[src/rtl/jt89_noise_pkg.sv]
// Shared constants for the jt89 noise channel: NF encodings, control bit layout
// and LFSR geometry. JT89_NOISE_SMS_EN selects the Sega 16-bit LFSR over the TI 15-bit one.
package jt89_noise_pkg;

    typedef enum logic [1:0] {
        NF_512   = 2'd0,
        NF_1024  = 2'd1,
        NF_2048  = 2'd2,
        NF_TONE2 = 2'd3
    } nf_e;

    localparam int FB_BIT = 2;

`ifdef JT89_NOISE_SMS_EN
    localparam int LFSR_W = 16;
    localparam int TAP_B  = 3;
`else
    localparam int LFSR_W = 15;
    localparam int TAP_B  = 1;
`endif
    localparam int TAP_A = 0;
    localparam logic [LFSR_W-1:0] LFSR_SEED = {1'b1, {(LFSR_W-1){1'b0}}};

endpackage

[src/rtl/jt89_noise_if.sv]
// Control/data bundle between the PSG register file and the noise channel.
interface jt89_noise_if;
    logic       clk_en;
    logic       ctrl_we;
    logic [2:0] ctrl;
    logic       tone2;
    logic       dout;

    modport master (output clk_en, ctrl_we, ctrl, tone2, input dout);
    modport slave  (input clk_en, ctrl_we, ctrl, tone2, output dout);
endinterface

[src/rtl/jt89_noise_lfsr.sv]
// Noise shift register: reload to seed on load, right shift with periodic or white feedback.
module jt89_noise_lfsr
    import jt89_noise_pkg::*;
(
    input  logic              clk,
    input  logic              rst,
    input  logic              load,
    input  logic              shift,
    input  logic              white,
    output logic [LFSR_W-1:0] q
);

    logic fb;

    assign fb = white ? (q[TAP_A] ^ q[TAP_B]) : q[0];

    always_ff @(posedge clk) begin
        if (rst || load)
            q <= LFSR_SEED;
        else if (shift)
            q <= {fb, q[LFSR_W-1:1]};
    end

endmodule

[src/rtl/jt89_noise.sv]
// SN76489 noise channel: rate divider / tone-2 edge detect feeding the LFSR.
// Build with JT89_NOISE_SMS_EN for the Sega 16-bit LFSR variant.
module jt89_noise
    import jt89_noise_pkg::*;
#(
    parameter int BASE_PERIOD = 16,
    parameter int CNT_W       = 7
) (
    input logic         clk,
    input logic         rst,
    jt89_noise_if.slave bus
);

    logic [2:0]        ctrl_r;
    logic [CNT_W-1:0]  cnt;
    logic              phase;
    logic              tone2_d;
    logic              ext;
    logic              shift;
    logic [LFSR_W-1:0] lfsr;
    logic              lfsr_unused;

    // NF=3 has no divider period; any reload works since the divider is frozen there
    function automatic logic [CNT_W-1:0] reload(input logic [1:0] nf);
        case (nf_e'(nf))
            NF_1024: reload = CNT_W'(2*BASE_PERIOD - 1);
            NF_2048: reload = CNT_W'(4*BASE_PERIOD - 1);
            default: reload = CNT_W'(BASE_PERIOD - 1);
        endcase
    endfunction

    assign ext = (nf_e'(ctrl_r[1:0]) == NF_TONE2);

    // A control write in the same cycle suppresses the shift
    always_comb begin
        shift = 1'b0;
        if (bus.clk_en && !bus.ctrl_we)
            shift = ext ? (bus.tone2 && !tone2_d) : ((cnt == '0) && !phase);
    end

    always_ff @(posedge clk) begin
        if (rst) begin
            ctrl_r  <= '0;
            cnt     <= CNT_W'(BASE_PERIOD - 1);
            phase   <= 1'b0;
            tone2_d <= 1'b0;
        end else if (bus.ctrl_we) begin
            ctrl_r  <= bus.ctrl;
            cnt     <= reload(bus.ctrl[1:0]);
            phase   <= 1'b0;
            tone2_d <= bus.tone2;
        end else if (bus.clk_en) begin
            if (ext) begin
                tone2_d <= bus.tone2;
            end else if (cnt == '0) begin
                cnt   <= reload(ctrl_r[1:0]);
                phase <= ~phase;
            end else begin
                cnt <= cnt - CNT_W'(1);
            end
        end
    end

    jt89_noise_lfsr u_lfsr (
        .clk   (clk),
        .rst   (rst),
        .load  (bus.ctrl_we),
        .shift (shift),
        .white (ctrl_r[FB_BIT]),
        .q     (lfsr)
    );

    assign bus.dout    = lfsr[0];
    assign lfsr_unused = ^lfsr[LFSR_W-1:1];

endmodule

[src/flat_wrapper.sv]
// flat-port wrapper written by rule: the top's interface ports become plain ports
module jt89_noise_flat import jt89_noise_pkg::*;
#(
    parameter int BASE_PERIOD = 16,
    parameter int CNT_W       = 7
)
  (clk, rst, bus_clk_en, bus_ctrl_we, bus_ctrl, bus_tone2, bus_dout);
  jt89_noise_if bus_i ();
  input logic clk;
  input logic rst;
  input wire logic [$bits(bus_i.clk_en)-1:0] bus_clk_en;
  input wire logic [$bits(bus_i.ctrl_we)-1:0] bus_ctrl_we;
  input wire logic [$bits(bus_i.ctrl)-1:0] bus_ctrl;
  input wire logic [$bits(bus_i.tone2)-1:0] bus_tone2;
  output wire logic [$bits(bus_i.dout)-1:0] bus_dout;
  assign bus_i.clk_en = bus_clk_en;
  assign bus_i.ctrl_we = bus_ctrl_we;
  assign bus_i.ctrl = bus_ctrl;
  assign bus_i.tone2 = bus_tone2;
  assign bus_dout = bus_i.dout;
  jt89_noise #(.BASE_PERIOD(BASE_PERIOD), .CNT_W(CNT_W)) u_core (.clk(clk), .rst(rst), .bus(bus_i));
endmodule
[config.mk]
export PLATFORM = sky130hd
export DESIGN_NAME = jt89_noise_flat
export DESIGN_NICKNAME = d
export VERILOG_FILES = /design/src/rtl/jt89_noise_pkg.sv /design/src/rtl/jt89_noise_if.sv /design/src/rtl/jt89_noise_lfsr.sv /design/src/rtl/jt89_noise.sv /design/src/flat_wrapper.sv
export SDC_FILE = /design/constraint.sdc
export NUM_CORES = 1
export LEC_CHECK = 0
export CAP_MARGIN = 0
export CORE_UTILIZATION = 35
export DETAILED_ROUTE_END_ITERATION = 10
export PLACE_DENSITY = 0.53
export RECOVER_POWER = 25
export SKIP_CTS_REPAIR_TIMING = 1
export SLEW_MARGIN = 25
export SYNTH_ARGS = -nofsm -noshare
export SYNTH_HDL_FRONTEND = slang
export SYNTH_HIERARCHICAL = 1
export SYNTH_SLANG_ARGS = --single-unit
export TNS_END_PERCENT = 30
[constraint.sdc]
create_clock -name clk -period 2.66 [get_ports clk]
set_input_delay 0.532 -clock clk [delete_from_list [all_inputs] [get_ports clk]]
set_output_delay 0.532 -clock clk [all_outputs]
set_load 0.03 [all_outputs]
# --- Word-level counts from Yosys, hierarchy flattened ---
# Cells that the tools add are included.
op_classes:
  eq_ne: 6
  n_reduce_logical: 14
  n_mux: 12
  n_bitwise: 3
  addsub: 1
ops:
  columns: ["operator", "n"]
  rows:
  - ["$mux W7", 4]
  - ["$pmux W6 S2", 2]
  - ["$logic_not A7 Y1", 1]
  - ["$sub A7 B1 Y7 const B", 1]
  - ["$eq A2 B2 Y1 const B", 3]
  - ["$mux W1", 6]
  - ["$eq A2 B1 Y1 const B", 2]
  - ["$reduce_and A2 Y1", 2]
  - ["$reduce_bool A2 Y1", 2]
  - ["$logic_and A1 B1 Y1", 3]
  - ["$logic_not A1 Y1", 3]
  - ["$reduce_and A3 Y1", 1]
  - ["$ne A2 B2 Y1 const B", 1]
  - ["$not A1 Y1", 2]
  - ["$reduce_or A2 Y1", 1]
  - ["$logic_or A1 B1 Y1", 1]
  - ["$xor A1 B1 Y1", 1]
totals:
  out_inout_bits: 1
  in_bits: 8
  wordCells: 41
  reg_bits: 27

# --- Logic depth before layout (Yosys ltp) ---
logic_depth:
  ltp_word: 6
  ltp_mapped: 10
  ltp_nobuf: 8

# --- Hierarchy ---
# Netlist, hierarchy kept.
by_module_without_submodules:
  columns: ["module", "area_each_um2", "n_inst", "seq_area_each_um2", "cells_each"]
  rows:
  - ["jt89_noise", 685.7, 1, 240.2, 79]
  - ["jt89_noise_lfsr", 586.8, 1, 300.3, 54]

# --- Worst setup path before layout ---
# OpenSTA, ideal clock, no wires.
synth_path:
  path_type: "flip-flop to flip-flop"
  start: "register u_core.cnt[0]"
  end: "register u_core.u_lfsr.q[10]"
  arrival_ns: 1.783
  path_stages_with_launch: 11
  setup_time_ns: 0.114
  period_less_slack_ns: 1.897
  slack_ns: 0.763
  n_path_buf: 2
  required_ns: 2.546
  cell_sequence: "dfxtp_1 inv_1 ha_1 and2b_1 nand2_2 or3_1 a21oi_1 buf_4 buf_6 mux2i_1 nor2_1"
synth_via:
  elab_chain_len: 4
synth_rtl:
  columns: ["element", "line", "text"]
  rows:
  - ["from (decl)", "jt89_noise.sv:15", "logic [CNT_W-1:0] cnt;"]
  - ["from (signal assigned)", "jt89_noise.sv:44", "cnt <= CNT_W'(BASE_PERIOD - 1);"]
  - ["from (signal assigned)", "jt89_noise.sv:49", "cnt <= reload(bus.ctrl[1:0]);"]
  - ["from (signal assigned)", "jt89_noise.sv:56", "cnt <= reload(ctrl_r[1:0]);"]
  - ["$logic_not A7 Y1", "jt89_noise.sv:38", "shift = ext ? (bus.tone2 && !tone2_d) : ((cnt == '0) && !phase);"]
  - ["$logic_and A1 B1 Y1", "jt89_noise.sv:38", null]
  - ["$mux W1", "jt89_noise.sv:38", null]
  - ["$mux W1", "jt89_noise.sv:37", "if (bus.clk_en && !bus.ctrl_we)"]
  - ["named net u_core.shift", "jt89_noise.sv:19", "logic shift;"]
  - ["to (signal assigned)", "jt89_noise_lfsr.sv:21", "q <= {fb, q[LFSR_W-1:1]};"]
  - ["to (decl)", "jt89_noise_lfsr.sv:10", "output logic [LFSR_W-1:0] q"]
# The timed path passes the listed nets, and every way through them passes these cells.
# A chain may end at the register's enable or synchronous reset.

# --- Worst setup path after layout ---
layout_path:
  start: "register u_core.cnt[0]"
  end: "register u_core.u_lfsr.q[1]"
# The elaborated chain is that of the path after synthesis.

==> results_dict.tcl <==
set metrics [dict create \
    status "complete, no violations" \
    cts_root_buffer "clkbuf_4" \
    path_buf_inv 2 \
    drv_slew 0 \
    io_buffers 8 \
    drc 0 \
    grt_pass1_wl_mm 4.09 \
    worst_path_largest_cell_delay_ns 0.37 \
    fin_cells 188 \
    wl_met2_um 960 \
    crit_fanout 17 \
    yosys.area.top_type "dfxtp_1" \
    synth-edff-count 0 \
    core_um2 3420 \
    arrival_ns 2.29 \
    cts_tree "done" \
    die_y_um 62.3 \
    period_share_pct 77.9 \
    hold_slack_ns 0.513 \
    clk_pin_slew_ns 0.15 \
    fin_tns_setup_ns 0 \
    fmax_mhz 483 \
    nets 156 \
    rrSetupSlack_ns 0.59 \
    ant_nets 0 \
    avgViaCountPerCell 4.79 \
    grt_pass1_vias 901 \
    worst_pin_slew_ns 0.756 \
    finalSetupViolCount 0 \
    synth_nets 146 \
    synth_commonest_cells "dfxtp_1, nor2_1, mux2i_1" \
    overflow 0 \
    r2r_cells 9 \
    top_layer_used "met4" \
    drive_above_1_share_pct 8.45 \
    cts_buffers 3 \
    start_util_pct 37.3 \
    r2r_end "u_core/u_lfsr/q[1]$_SDFFE_PP0P_" \
    crit_family "simple AND/OR/NAND/NOR gates" \
    clock_skew_ns 0.00332 \
    wl_met1_mm 1.19 \
    clkSinkCount 27 \
    track_usage_pct 13.2 \
    rsz0062_at_grt "no" \
    end_kind "register" \
    maxCapViolCount 0 \
    synth_area_um2 1270 \
    hold_path_class "reg2reg" \
    fin_crit_ns 2.07 \
    async_flop_share_pct 0 \
    via_count 900 \
    drtIter0Drc 23 \
    drt_pass1_iterations 4 \
    wl_mm 2.24 \
    antenna_found_initial 0 \
    yosys-top-cells-area "dfxtp_1, mux2i_1, nor2_1" \
    reg2reg_from "u_core/cnt[0]$_SDFFE_PP1P_" \
    worstPathCellList "inv_1 -> ha_1 -> and2b_1 -> nand2_2 -> or3_1 -> a21oi_2 -> buf_4 -> mux2i_1 -> nor2_2" \
    yosys_register_bits 27 \
    p_leak_nw 0.508 \
    clk-insertion-delay-late_ns 0.32 \
    hold_depth 2 \
    dieArea_um2 3880 \
    crit_slowest_cell "dfxtp_1" \
    dp_slack_ns 0.530 \
    required_ns 2.88 \
    min_from "u_core/u_lfsr/q[7]$_SDFFE_PP0P_" \
    h-tree-depth 1 \
    placed_cells 184 \
    netlist.area_leader.share_pct 42.5 \
    ir_worst_vdd_mv 0.229 \
    synthCells 133 \
    hold_viol 0 \
    fill_cells 375 \
    grt_max_degree 18 \
    cp-start-kind "register" \
    cts.path.max_buffers 2 \
    hold_end "u_core/u_lfsr/q[7]$_SDFFE_PP0P_" \
    dr_wl_met3_um 64 \
    ys_seq_area_share_pct 42.5 \
    syn_to_final_growth_pct 10.8 \
    synth.most_common_cell "dfxtp_1" \
    rows 21 \
    wl_per_cell_um 11.9 \
    place.gp.congestion 0.713 \
    synth_cell_types 36 \
    post-route-util_pct 41.3 \
    antenna-diode-count 0 \
    maxSlewHeadroom_pct 49.6 \
    ys.flop_type "dfxtp_1" \
    io_pins 9 \
    setup_slack_ns 0.588 \
    ys_warn_count 6 \
    worstSetupPathType "reg2reg" \
    dp_hpwl_mm 1.61 \
    power_density_nw_per_um2 463 \
    syn_avg_cell_area_um2 9.57 \
    fp.dieW_um 62.3 \
]
## per-layer routing
metal	GRT usage, %	vias to the layer above
met5	0	-
met4	6.10	0
met3	1.65	2
met2	20.5	14
met1	18.2	410
li1	-	474
## cells by family (layout without fill, tap and decap cells)
family | after synthesis | after routing | share of synthesized area (%)
simple gates | 53 | 53 | 21.4
flops | 27 | 27 | 42.5
mux | 21 | 21 | 16.6
compound gates | 14 | 14 | 7.18
buf+inv | 10 | 19 | 5.31
fa+ha+maj | 5 | 5 | 4.92
xor+xnor | 3 | 3 | 2.07
## metrics by stage
stage          power (mW)  area [um2]
2_1_floorplan       0.462        1270
3_3_place_gp        0.483        1380
3_5_place_dp        0.483        1380
4_1_cts             0.669        1410
5_1_grt             0.686        1410
6_report            0.653        1410
## power by group
part           total [mW]  internal [mW]  switching (mW)
Clock               0.179         0.0574           0.122
Sequential          0.420          0.412         0.00810
Combinational      0.0535         0.0248          0.0287
## cell type report
| cell class | count | area, um2 | area share, % |
|---|---|---|---|
| inverter | 4 | 15.0 | 1.06 |
| clock inverter | 1 | 7.51 | 0.532 |
| timing repair buffer | 11 | 98.8 | 7.01 |
| tap | 46 | 57.6 | 4.08 |
| clock buffer | 3 | 22.5 | 1.60 |
| sequential | 27 | 541 | 38.3 |
| multi-input combinational | 96 | 668 | 47.4 |
## placed cells by master, fill, tap and decap left out, drive strengths merged, types with 3 or more instances in the layout
cell type and count:
dfxtp 27, nor2 23, mux2i 20, nand2 8, clkdlybuf4s50 7, a21oi 6
nor3 5, ha 5, inv 4, nand3 4, clkbuf 4, nand2b 3
## tightest hold or removal path, cell delays in order (launching register included)
cell	delay, ns
dfxtp_1	0.36
mux2i_1	0.06
nor2_1	0.07
## worst max-delay path by stage
stage                          startpoint                          endpoint  slack [ns]  cells past startpoint
2_1_floorplan  u_core/cnt[0]$_SDFFE_PP1P_  u_core/u_lfsr/q[10]$_SDFFE_PP0P_        0.76                     10
3_3_place_gp                   bus_clk_en         u_core/phase$_SDFFE_PP0P_        0.57                      5
3_5_place_dp                   bus_clk_en         u_core/phase$_SDFFE_PP0P_        0.53                      5
4_1_cts        u_core/cnt[0]$_SDFFE_PP1P_   u_core/u_lfsr/q[1]$_SDFFE_PP0P_        0.58                      9
5_1_grt        u_core/cnt[0]$_SDFFE_PP1P_   u_core/u_lfsr/q[1]$_SDFFE_PP0P_        0.40                      9
6_report       u_core/cnt[0]$_SDFFE_PP1P_   u_core/u_lfsr/q[1]$_SDFFE_PP0P_        0.59                      9
## sequential cells by signal, indices dropped and copies added (netlist names)
| signal | count |
|---|---|
| u_core/tone2_d | 1 |
| u_core/phase | 1 |
| u_core/ctrl_r | 3 |
| u_core/u_lfsr/q | 15 |
| u_core/cnt | 7 |
No activity file was read; power rests on OpenSTA's default activity.
